<file path="src/rtl/lloyds_block_scheduler.sv">
// Sequences init kernel then round-robin block kernels over N points for NUM_ITER passes; ap_ctrl_hs on all kernels.
// Issue one cycle after a channel is seen FREE; ap_start held until ap_ready, dispatch stalls while no channel is free.
module lloyds_block_scheduler #(
    parameter int B  = 16,
    parameter int D  = 3,
    parameter int P  = 2,
    parameter int NW = 32,
    parameter int IW = 8
) (
    input  logic            clk_in1,
    input  logic            reset,
    input  logic            start,
    input  logic [NW-1:0]   n_points,
    input  logic [IW-1:0]   num_iter,
    output logic            init_ap_start,
    input  logic            init_ap_ready,
    input  logic            init_ap_done,
    output logic [P-1:0]    blk_ap_start,
    input  logic [P-1:0]    blk_ap_ready,
    input  logic [P-1:0]    blk_ap_done,
    output logic [P*NW-1:0] blk_address,
    output logic [P*NW-1:0] blk_len,
    output logic            iter_done,
    output logic            busy,
    output logic            done,
    output logic [NW-1:0]   cycle_count
);

    localparam int IDXW = (P > 1) ? $clog2(P) : 1;
    localparam logic [NW-1:0] BLK    = NW'(B);
    localparam logic [NW-1:0] STRIDE = NW'(B * D);

    typedef enum logic [2:0] {
        S_IDLE, S_INIT, S_INIT_WAIT, S_DISPATCH, S_DRAIN, S_ITER_END, S_DONE
    } state_t;

    typedef enum logic [1:0] {CH_FREE, CH_STARTING, CH_RUNNING} ch_t;

    state_t          state;
    ch_t             ch_state [P];
    logic [NW-1:0]   n_pts;
    logic [NW-1:0]   remaining;
    logic [NW-1:0]   next_addr;
    logic [IW-1:0]   iters_left;

    logic            free_found;
    logic [IDXW-1:0] free_idx;
    logic            all_free;
    logic [NW-1:0]   issue_len;
    logic            go_run;
    logic            init_finish;

    // Descending scan so the lowest-index FREE channel wins.
    always_comb begin
        free_found = 1'b0;
        free_idx   = '0;
        all_free   = 1'b1;
        for (int c = P - 1; c >= 0; c--) begin
            if (ch_state[c] == CH_FREE) begin
                free_found = 1'b1;
                free_idx   = IDXW'(c);
            end else begin
                all_free = 1'b0;
            end
        end
        issue_len   = (remaining < BLK) ? remaining : BLK;
        go_run      = (n_pts != '0) && (iters_left != '0);
        // A kernel may raise ap_ready and ap_done together while still in INIT.
        init_finish = init_ap_done && ((state == S_INIT_WAIT) || (state == S_INIT && init_ap_ready));
    end

    always_ff @(posedge clk_in1) begin
        if (reset) begin
            state         <= S_IDLE;
            init_ap_start <= 1'b0;
            blk_ap_start  <= '0;
            blk_address   <= '0;
            blk_len       <= '0;
            iter_done     <= 1'b0;
            busy          <= 1'b0;
            done          <= 1'b0;
            cycle_count   <= '0;
            n_pts         <= '0;
            remaining     <= '0;
            next_addr     <= '0;
            iters_left    <= '0;
            for (int c = 0; c < P; c++) ch_state[c] <= CH_FREE;
        end else begin
            for (int c = 0; c < P; c++) begin
                case (ch_state[c])
                    CH_STARTING: if (blk_ap_ready[c]) begin
                        blk_ap_start[c] <= 1'b0;
                        ch_state[c]     <= blk_ap_done[c] ? CH_FREE : CH_RUNNING;
                    end
                    CH_RUNNING: if (blk_ap_done[c]) ch_state[c] <= CH_FREE;
                    default: ;
                endcase
            end

            if (state == S_IDLE) begin
                if (start) cycle_count <= '0;
            end else if (cycle_count != '1) begin
                cycle_count <= cycle_count + NW'(1);
            end

            case (state)
                S_IDLE: if (start) begin
                    state         <= S_INIT;
                    busy          <= 1'b1;
                    init_ap_start <= 1'b1;
                    n_pts         <= n_points;
                    iters_left    <= num_iter;
                end
                S_INIT, S_INIT_WAIT: begin
                    if (state == S_INIT && init_ap_ready) init_ap_start <= 1'b0;
                    if (init_finish) begin
                        state     <= go_run ? S_DISPATCH : S_DONE;
                        done      <= !go_run;
                        remaining <= n_pts;
                        next_addr <= '0;
                    end else if (state == S_INIT && init_ap_ready) begin
                        state <= S_INIT_WAIT;
                    end
                end
                S_DISPATCH: if (free_found) begin
                    blk_ap_start[free_idx]                   <= 1'b1;
                    ch_state[free_idx]                       <= CH_STARTING;
                    blk_address[int'(free_idx) * NW +: NW]   <= next_addr;
                    blk_len[int'(free_idx) * NW +: NW]       <= issue_len;
                    next_addr                                <= next_addr + STRIDE;
                    remaining                                <= remaining - issue_len;
                    if (remaining == issue_len) state <= S_DRAIN;
                end
                S_DRAIN: if (all_free) begin
                    state     <= S_ITER_END;
                    iter_done <= 1'b1;
                end
                S_ITER_END: begin
                    iter_done <= 1'b0;
                    if (iters_left == IW'(1)) begin
                        state <= S_DONE;
                        done  <= 1'b1;
                    end else begin
                        iters_left <= iters_left - IW'(1);
                        remaining  <= n_pts;
                        next_addr  <= '0;
                        state      <= S_DISPATCH;
                    end
                end
                S_DONE: begin
                    done  <= 1'b0;
                    busy  <= 1'b0;
                    state <= S_IDLE;
                end
                default: state <= S_IDLE;
            endcase
        end
    end

endmodule
</file>
<file path="config.mk">
export PLATFORM = sky130hd
export DESIGN_NAME = lloyds_block_scheduler
export DESIGN_NICKNAME = d
export VERILOG_FILES = /design/src/rtl/lloyds_block_scheduler.sv
export SDC_FILE = /design/constraint.sdc
export NUM_CORES = 1
export LEC_CHECK = 0
export CAP_MARGIN = 20
export CORE_MARGIN = 3
export CORE_UTILIZATION = 41
export DETAILED_ROUTE_END_ITERATION = 16
export GPL_TIMING_DRIVEN = 0
export PLACE_DENSITY = 0.66
export SETUP_SLACK_MARGIN = 0.15
export SYNTH_ARGS = -nofsm -noshare
export SYNTH_HDL_FRONTEND = slang
export SYNTH_SLANG_ARGS = --single-unit
</file>
<file path="constraint.sdc">
create_clock -name clk_in1 -period 7.8 [get_ports clk_in1]
set_input_delay 0.78 -clock clk_in1 [delete_from_list [all_inputs] [get_ports clk_in1]]
set_output_delay 0.78 -clock clk_in1 [all_outputs]
set_load 0.01 [all_outputs]
</file>
==> summary.md <==
| Metric | Value |
|---|---|
| Vias per cell | `approximately 5.5` |
| N_diodes | `0` |
| WP data required | `just over 8 ns` |
| Synth area leaders | `dfxtp_1 (47%), nand2_1 (8.7%), a21oi_1 (6.7%)` |
| Share of the synthesized area in the top cell type | `0.4705` |
| Multi-input gate area | `between 0.005 and 0.006 mm2` |
| Die Ht | `~170 um` |
| Critical path arrival | `approximately 4.0 ns` |
| Asr flop ratio synth | `0` |
| Synth unique cells | `77` |
| Initial antenna violation count | `0` |
| Fin crit period | `3.602 ns` |
| Die W | `172.1 um` |
| Post-route DRC | `0` |
| Final wirelength | `around 35000 um` |
| Crit start category | `flip-flop` |
| Detailed Place HPWL | `~25000 um` |
| Iter 0 DRT Violations | `between 800 and 900` |
| Area leader, netlist | `dfxtp_1` |
| Clock Tree Root | `clkbuf_16` |
| Pwr/cell area | `around 320 mW/mm2` |
| Main flop type after synthesis | `dfxtp_1` |
| Yosys warns | `0` |
| Layout area overhead | `31.13%` |
| Crit path kind | `flip-flop to flip-flop` |
| RSZ-0062 raised after global routing | `no` |
| Worst Tran Pin Value | `between 1 and 1.5 ns` |
| Skew final | `~0.014 ns` |
| Post-CTS Setup Bufs | `0` |
| Slew HR | `0.2908` |
| Later-pin clock latency in the skew report | `around 0.55 ns` |
| H-tree levels | `1` |
| Syn_area_per_cell | `8.219 um2` |
| Total grt overflow | `0` |
| Routed Antenna Nets | `0` |
| Number of synthesized flops with an enable pin | `0` |
| GRT Total Usage | `0.2295` |
| Fin. max-slew vios | `0` |
| Filler instances | `~2600` |
| Crit Path Max Fanout | `8` |
| Die ar. | `roughly 0.030 mm2` |
| Standard-cell rows | `60` |
| Final setup violation count | `0` |
| Register area share after synthesis | `0.4705` |
| CTS Buf Count | `28` |
| Register area | `approximately 0.0053 mm2` |
| Setup_tns | `0 ns` |
| Min-Delay Path Class | `flip-flop to flip-flop` |
| GPL Wtd Cong | `about 0.93` |
| Via count | `around 11000` |
| Mapped Area | `0.01132 mm2` |
| Max VDD drop | `between 0.2 and 0.25 mV` |
| CTS clk-pin slew, worst paths | `roughly 0.07 ns` |
| Largest net degree at the start of global routing | `14` |
| Initial DRT Pass Iterations | `5` |
| FF+latch count, synth | `between 200 and 300` |
| WL per Instance | `between 15 and 20 um` |
| TritonCTS clock tree | `built` |
| Buffers on Ports | `around 210` |
| Max cap viols | `0` |
| I/O pin total | `approximately 220` |
| Max Clock Freq | `approximately 280 MHz` |
| Nets | `roughly 1700` |
| Design Power | `between 0.004 and 0.005 W` |
| Resize count post-CTS | `0` |
| Initial core utilization | `0.4188` |
| Clock sinks | `266` |
| Core Region | `approximately 0.027 mm2` |
| Status | `completed` |
| Fin crit share | `0.4617` |
| Leakage power | `approximately 5.0 nW` |
| Clock Tree Buf Depth | `3` |
| Hold Fails Final Rpt | `0` |
| First-pass GRT wire length | `roughly 55000 um` |
| Post-Syn Instances | `between 1000 and 1500` |
| Setup crit end kind | `flip-flop` |
| CTS Hold Bufs | `0` |
| Number of global-route vias before repair | `slightly above 10000` |
| Share of layout cells above drive strength 1 | `0.05789` |
==> area by class of cell <==
| type | instances | area share |
|---|---|---|
| multi-input combinational | 1003 | 0.3743 |
| inverter | 16 | 0.004047 |
| clock inverter | 10 | 0.008853 |
| timing repair buffer | 210 | 0.1413 |
| sequential | 266 | 0.3588 |
| buffer | 95 | 0.02656 |
| clock buffer | 41 | 0.05733 |
| tap | 341 | 0.02875 |
==> cells by family (layout without fill, tap and decap cells) <==
kind of cell,after synthesis,after routing,synth area share
simple gates,632,632,0.2740
fa+ha+maj,6,6,0.006633
mux,5,5,0.004423
buf+inv,111,372,0.04013
compound gates,319,319,0.1758
other cells,2,5,0.0006636
xor+xnor,36,36,0.02786
flops,266,266,0.4705
==> layout by cell type (no fill, tap or decap), types with 5 or more instances in the layout <==
| master | instances |
|---|---|
| nand2_1 | 261 |
| and3_1 | 15 |
| mux2i_1 | 5 |
| o211ai_1 | 8 |
| clkbuf_1 | 75 |
| a211oi_1 | 16 |
| a22oi_1 | 7 |
| or4_1 | 5 |
| inv_1 | 16 |
| o31ai_1 | 5 |
| xnor2_1 | 28 |
| o311ai_0 | 6 |
| or2_2 | 7 |
| ha_1 | 6 |
| nor2_1 | 96 |
| buf_1 | 8 |
| nand3_1 | 38 |
| nor4_1 | 23 |
| a21o_1 | 5 |
| a21oi_1 | 151 |
| dfxtp_1 | 266 |
| clkbuf_8 | 8 |
| buf_2 | 9 |
| xor2_1 | 8 |
| nand2b_1 | 9 |
| or3_1 | 17 |
| a31oi_1 | 27 |
| and2_1 | 61 |
| nand4_1 | 20 |
| conb_1 | 5 |
| clkbuf_16 | 29 |
| nor3_1 | 38 |
| clkinv_2 | 5 |
| clkdlybuf4s50_1 | 209 |
| nor4b_1 | 10 |
| o21ai_0 | 44 |
| buf_4 | 7 |
==> critical path, cell delays in order, from the launching register on <==
cell      delay (ns)
dfxtp_1         0.38
nor4_2          0.66
and4b_1         0.27
buf_2           0.21
and3_2          0.26
nand2b_1        0.14
ha_1            0.32
nand3_1         0.25
o31ai_1         0.60
nor4_1          0.11
a211oi_1        0.19
a21oi_1         0.09
==> registers in the layout, summed over array words and instances (netlist names) <==
name	count
blk_address	57
blk_ap_start	2
init_ap_start	1
blk_len	64
next_addr	28
n_pts	32
iter_done	1
cycle_count	32
done	1
remaining	32
ch_state	4
busy	1
state	3
iters_left	8
==> routing by layer <==
| layer | wire length [um] | share of wire | global-route usage |
|---|---|---|---|
| met5 | 0 | 0 | 0 |
| met4 | 717 | 0.020 | 0.05692 |
| met3 | 3450 | 0.098 | 0.06493 |
| met2 | 15270 | 0.43 | 0.3498 |
| met1 | 15730 | 0.45 | 0.3226 |
==> cell usage after synthesis, types with 5 or more instances <==
cell        n
nor4b_1    10
nor3_1     38
inv_1      16
o311ai_0    6
a31oi_1    27
or2_2       7
o21ai_0    44
nand2b_1    9
nor4_1     24
and3_1     15
o211ai_1    8
dfxtp_1   266
a21o_1      5
buf_2       8
mux2i_1     5
xor2_1      8
buf_4       7
ha_1        6
a22oi_1     7
xnor2_1    28
nand2_1   261
o31ai_1     5
a211oi_1   16
nor2_1     96
nand4_1    20
and2_1     61
clkbuf_1   71
buf_1       8
or4_1       5
or3_1      17
a21oi_1   151
nand3_1    38
==> stage by stage <==
stage	hold WS, ns	instances	setup WS (ns)	util	area, um2
6_report	0.4518	1982	4.198	0.5491	14840
5_1_grt	0.4732	1982	3.927	0.5491	14840
4_1_cts	0.4549	1981	4.275	0.5489	14840
3_5_place_dp	0.4427	1930	4.258	0.5126	13850
3_3_place_gp	0.4407	1930	4.254	0.5124	13850
2_1_floorplan	0.4445	1380	4.723	-	11330
==> final timing paths <==
path                    from              end  slack, ns  cells after the start
max            remaining[15]    remaining[26]       4.20                     11
min          blk_address[38]  blk_address[38]       0.45                      2
max reg2reg    remaining[15]    remaining[26]       4.20                     11
min reg2reg  blk_address[38]  blk_address[38]       0.45                      2
==> power by group <==
part / switching (W) / internal (W)
sequential: 0.000121 / 0.00148
combinational: 0.00113 / 0.000558
clock: 0.000556 / 0.000852
No activity file was read; power rests on OpenSTA's default activity.
